===== src/rtl/stack_unit.sv =====
// rtl/stack_unit.sv - operand stack with registered top-of-stack; STACK_ERR_FLAGS_EN builds sticky error flags
module stack_unit #(
   parameter int DEPTH = 16,
   parameter int WIDTH = 8
) (
   input  logic                       clk,
   input  logic                       rst,
   input  logic                       push,
   input  logic                       pop,
   input  logic [WIDTH-1:0]           din,
   input  logic                       clr_err,
   output logic [WIDTH-1:0]           tos,
   output logic [$clog2(DEPTH+1)-1:0] count,
   output logic                       empty,
   output logic                       full,
   output logic                       overflow,
   output logic                       underflow
);

   localparam int CW = $clog2(DEPTH+1);
   localparam int AW = $clog2(DEPTH);

   logic [WIDTH-1:0] mem [DEPTH];
   logic [CW-1:0]    sp;
   logic [CW-1:0]    sp_m1;
   logic [CW-1:0]    sp_m2;
   logic [WIDTH-1:0] tos_q;
   logic             is_empty;
   logic             is_full;
   logic             do_push;
   logic             do_pop;
   logic             do_replace;
   logic             ovf;
   logic             unf;

   assign sp_m1    = sp - CW'(1);
   assign sp_m2    = sp - CW'(2);
   assign is_empty = (sp == '0);
   assign is_full  = (sp == CW'(DEPTH));

   // A simultaneous push+pop on an empty stack degrades to a plain push.
   assign do_replace = push && pop && !is_empty;
   assign do_push    = push && (!pop || is_empty) && !is_full;
   assign do_pop     = pop && !push && !is_empty;
   assign ovf        = push && !pop && is_full;
   assign unf        = pop && is_empty;

   always_ff @(posedge clk) begin
      if (!rst) begin
         if (do_push)
            mem[sp[AW-1:0]] <= din;
         else if (do_replace)
            mem[sp_m1[AW-1:0]] <= din;
      end
   end

   always_ff @(posedge clk) begin
      if (rst) begin
         sp    <= '0;
         tos_q <= '0;
      end else if (do_push) begin
         sp    <= sp + CW'(1);
         tos_q <= din;
      end else if (do_replace) begin
         tos_q <= din;
      end else if (do_pop) begin
         sp    <= sp_m1;
         tos_q <= (sp >= CW'(2)) ? mem[sp_m2[AW-1:0]] : '0;
      end
   end

   assign tos   = tos_q;
   assign count = sp;
   assign empty = is_empty;
   assign full  = is_full;

`ifdef STACK_ERR_FLAGS_EN
   logic overflow_q;
   logic underflow_q;

   // A new error event in the same cycle as clr_err keeps the flag set.
   always_ff @(posedge clk) begin
      if (rst) begin
         overflow_q  <= 1'b0;
         underflow_q <= 1'b0;
      end else begin
         if (ovf)
            overflow_q <= 1'b1;
         else if (clr_err)
            overflow_q <= 1'b0;
         if (unf)
            underflow_q <= 1'b1;
         else if (clr_err)
            underflow_q <= 1'b0;
      end
   end

   assign overflow  = overflow_q;
   assign underflow = underflow_q;
`else
   logic unused_err;
   assign unused_err = &{1'b0, clr_err, ovf, unf};
   assign overflow   = 1'b0;
   assign underflow  = 1'b0;
`endif

endmodule

===== config.mk =====
export PLATFORM = sky130hd
export DESIGN_NAME = stack_unit
export DESIGN_NICKNAME = d
export VERILOG_FILES = /design/src/rtl/stack_unit.sv
export SDC_FILE = /design/constraint.sdc
export NUM_CORES = 1
export LEC_CHECK = 0
export BUFFER_PORTS_ARGS = -buffer_cell sky130_fd_sc_hd__buf_2
export CAP_MARGIN = 20
export CORE_MARGIN = 2
export CORE_UTILIZATION = 35
export DETAILED_ROUTE_END_ITERATION = 8
export PLACE_DENSITY = 0.57
export SLEW_MARGIN = 20
export SYNTH_ARGS = -nofsm -noshare
export SYNTH_HDL_FRONTEND = slang
export SYNTH_SLANG_ARGS = --single-unit

===== constraint.sdc =====
create_clock -name clk -period 3.3 [get_ports clk]
set_input_delay 0.66 -clock clk [delete_from_list [all_inputs] [get_ports clk]]
set_output_delay 0.66 -clock clk [all_outputs]
set_load 0.01 [all_outputs]

==> summary.json <==
{
  "timing.critical_path.fanout_max": 9,
  "r2r-end": "mem[3][5]$_DFFE_PP_",
  "timing.critical_path.arrival_ns": 2.85,
  "ff2ff_setup_slack_ns": 0.57,
  "timing_max_transition_violations_final": 0,
  "timing.setup.tns_ns": 0,
  "core_area_mm2": 0.0165,
  "pwr-share-comb_pct": 35.7,
  "synth_top_family_by_area": "multiplexers",
  "power_density_mw_per_mm2": 861,
  "path_buf_inv": 2,
  "dr.pass1.iters": 6,
  "wire_per_inst_um": 19.9,
  "cts-root-to-sink-buffers": 2,
  "leakagePower_nw": 2.29,
  "postCtsSetupBuffers": 0,
  "start_kind": "flop",
  "hpwlAfterDp_um": 8320,
  "netSwitchingFraction_pct": 33.8,
  "cts_max_level": 4,
  "clkSlewWorstSetupHoldPaths_ns": 0.06,
  "placement.io_buffers": 26,
  "grt_max_degree": 52,
  "final.min_clock_period_ns": 2.73,
  "power.sequential.fraction_pct": 36.8,
  "regToRegStartpoint": "count[0]$_SDFFE_PP0P_",
  "antenna_found_initial": 1,
  "nets": 425,
  "fin_total_pwr_mw": 5.98,
  "dp_cells": 606,
  "vdd.ir_drop.worst_v": 0.000419,
  "worst-endpoint-required_ns": 3.42,
  "slowest_delay_ns": 0.51,
  "initial_utilization_pct": 35.8,
  "power_frac_clock_pct": 27.5,
  "syn-mean-instance-area_um2": 16.8,
  "relSlewSlack_pct": 48.8,
  "max_freq_mhz": 366,
  "cts_buffers": 17,
  "seq_area_frac_synth_pct": 69.5,
  "tritoncts_num_sinks": 141,
  "setup_viol": 0,
  "whs_path_depth": 2,
  "number_of_design_rule_violations_left_after_detail_routing": 0,
  "postSynthCellCount": 351,
  "first_global_vias": 3374,
  "clk_root_buffer_cell": "sky130_fd_sc_hd__clkbuf_16",
  "detail_route.iter0.violations": 331,
  "area_share_of_xor_xnor_cells_in_the_synthesized_design_pct": 1.16,
  "p_int_mw": 3.96,
  "ant_nets": 0,
  "async_flop_share_pct": 0,
  "cp-end-kind": "flop",
  "fill_cells": 1484,
  "synth_area_mm2": 0.00591,
  "grt_overflow": 0,
  "tightest_slew_ns": 0.763,
  "ioPinCount": 30,
  "synthFlopType": "sky130_fd_sc_hd__edfxtp_1",
  "routed_via_density": 5.22,
  "die-area_mm2": 0.0179,
  "timing.reg2reg.worst_path_depth": 8,
  "tritoncts": "yes",
  "overall_global_routing_resource_usage_pct": 15.2,
  "cts.hold.buffers_added": 0,
  "synth_adder_area_share_pct": 1.48,
  "path_type_of_the_worst_setup_path": "reg -> reg",
  "synth.yosys.warnings": 0,
  "post_cts_resize_count": 0,
  "routabilityCongestion": 0.863,
  "final_cell_count_no_fill": 639,
  "post_route_cells_drive_above_1_share_pct": 28.9,
  "post-route-period-util_pct": 82.7,
  "final_core_utilization_pct": 42.1,
  "timing.final.hold_violations": 0,
  "synth_edf_count": 128,
  "rsz0062_at_grt": "false",
  "crit_family": "simple AND/OR/NAND/NOR gates",
  "drv.max_cap_violation_count": 0,
  "slowest_stage": "sky130_fd_sc_hd__or3_1",
  "floorplan.die.width_um": 134,
  "hp_class": "reg -> reg",
  "most-common-layout-cells": "sky130_fd_sc_hd__edfxtp_1, sky130_fd_sc_hd__buf_4, sky130_fd_sc_hd__mux4_2, sky130_fd_sc_hd__buf_2, sky130_fd_sc_hd__nor3_1",
  "layout.cells.most_common": "sky130_fd_sc_hd__edfxtp_1",
  "power.switching_mw": 2.02,
  "synth-simple-area-share_pct": 6.93,
  "yosys.cell_types.count": 47,
  "hold-path-endpoint": "tos[4]$_SDFFE_PP0P_",
  "grt_first_pass_wirelength_um": 19700,
  "synth_compound_gate_area_share_pct": 7.54,
  "worst_setup_skew_after_layout_ns": 0.0101,
  "chip_height_um": 134,
  "ys_ff_latch": 141,
  "route.final.wire_length_um": 12700,
  "synth.area.mux_share_pct": 11.2,
  "holdCritStartpoint": "tos[4]$_SDFFE_PP0P_",
  "path_cells": "inv_1 > ha_1 > nor4b_4 > nor3_1 > or3_1 > or2_1 > nor2_1 > buf_4",
  "rows": 47,
  "status": "finished clean",
  "worstSetupStartpoint": "count[0]$_SDFFE_PP0P_",
  "clk-insertion-delay-late_ns": 0.42,
  "area_growth_syn_to_layout_pct": 17.6,
  "vias": 3334
}
## stage by stage
step | hold WS, ns | instance area (µm²) | worst slack [ns]
after detailed placement | 0.562 | 6440 | 0.589
after global routing | 0.588 | 6950 | 0.385
after floorplan | 0.565 | 5920 | -0.193
final | 0.567 | 6950 | 0.570
after CTS | 0.570 | 6950 | 0.576
after global placement | 0.557 | 6440 | 0.639
## layer usage
metal  wire, µm  GRT usage (%)  vias up
met4        158           5.79        0
met3        680           4.31       14
met1       5530           19.8     1693
li1           -              -     1533
met2       6320           24.2       94
met5          0              0        -
## Yosys cell counts (2+ instances only)
| cell type | count | area (µm²) |
|---|---|---|
| sky130_fd_sc_hd__or3_1 | 2 | 12.5 |
| sky130_fd_sc_hd__clkbuf_1 | 8 | 30.0 |
| sky130_fd_sc_hd__nor2_1 | 12 | 45.0 |
| sky130_fd_sc_hd__mux4_2 | 26 | 586 |
| sky130_fd_sc_hd__nor2b_1 | 6 | 37.5 |
| sky130_fd_sc_hd__a31oi_1 | 7 | 43.8 |
| sky130_fd_sc_hd__inv_1 | 8 | 30.0 |
| sky130_fd_sc_hd__edfxtp_1 | 128 | 3840 |
| sky130_fd_sc_hd__buf_4 | 2 | 15.0 |
| sky130_fd_sc_hd__and2_1 | 2 | 12.5 |
| sky130_fd_sc_hd__o221ai_1 | 6 | 52.6 |
| sky130_fd_sc_hd__nand2_1 | 18 | 67.6 |
| sky130_fd_sc_hd__dfxtp_1 | 13 | 260 |
| sky130_fd_sc_hd__a22oi_1 | 8 | 60.1 |
| sky130_fd_sc_hd__a22o_1 | 3 | 26.3 |
| sky130_fd_sc_hd__ha_1 | 7 | 87.6 |
| sky130_fd_sc_hd__nor3_1 | 25 | 125 |
| sky130_fd_sc_hd__xnor2_1 | 4 | 35.0 |
| sky130_fd_sc_hd__o22ai_1 | 9 | 56.3 |
| sky130_fd_sc_hd__buf_2 | 7 | 35.0 |
| sky130_fd_sc_hd__a21oi_1 | 3 | 15.0 |
| sky130_fd_sc_hd__xor2_1 | 2 | 17.5 |
| sky130_fd_sc_hd__a211oi_1 | 8 | 60.1 |
| sky130_fd_sc_hd__o2111a_1 | 6 | 67.6 |
| sky130_fd_sc_hd__nand3_1 | 2 | 10.0 |
| sky130_fd_sc_hd__mux2_2 | 7 | 78.8 |
| sky130_fd_sc_hd__o21ai_0 | 2 | 10.0 |
## area by class of cell
class	instances	area (µm²)	area share (%)
clock inverters	11	70.1	1.01
inverters	8	30.0	0.432
repair buffers	53	333	4.79
well taps	220	275	3.96
flip-flops and latches	141	4110	59.1
diodes	1	2.50	0.0360
multi-input cells	184	1690	24.4
clock buffers	21	440	6.34
## power groups by stage
stage	Combinational (mW)	Clock (mW)	Sequential, mW
after detailed placement	2.14	0	2.24
after global placement	2.13	0	2.23
final	2.14	1.64	2.20
after global routing	2.33	1.75	2.22
after floorplan	1.48	0	2.25
after CTS	2.15	1.68	2.20
## state kept, by name, summed over array words and instances, names as in the netlist
name   flops
mem      128
tos        8
count      5
## worst max-delay path by stage
stage | cells after the start | to
detailed placement | 7 | tos[6]$_SDFFE_PP0P_
global route | 7 | tos[6]$_SDFFE_PP0P_
global placement | 6 | tos[4]$_SDFFE_PP0P_
floorplan | 9 | mem[0][0]$_DFFE_PP_
CTS | 7 | tos[6]$_SDFFE_PP0P_
finish | 8 | mem[3][5]$_DFFE_PP_
## worst register-to-register path, cell delays in order (launching register included)
cell,delay (ns)
sky130_fd_sc_hd__dfxtp_2,0.33
sky130_fd_sc_hd__inv_1,0.21
sky130_fd_sc_hd__ha_1,0.25
sky130_fd_sc_hd__nor4b_4,0.42
sky130_fd_sc_hd__nor3_1,0.11
sky130_fd_sc_hd__or3_1,0.51
sky130_fd_sc_hd__or2_1,0.29
sky130_fd_sc_hd__nor2_1,0.10
sky130_fd_sc_hd__buf_4,0.21
## logic make-up (layout without fill, tap and decap cells)
family | count (synthesis) | count (layout)
fa+ha+maj | 7 | 7
other cells | 1 | 3
simple gates | 77 | 77
xor+xnor | 7 | 7
buf+inv | 27 | 93
compound gates | 58 | 58
mux | 33 | 33
flops | 141 | 141
No activity file was read; power rests on OpenSTA's default activity.
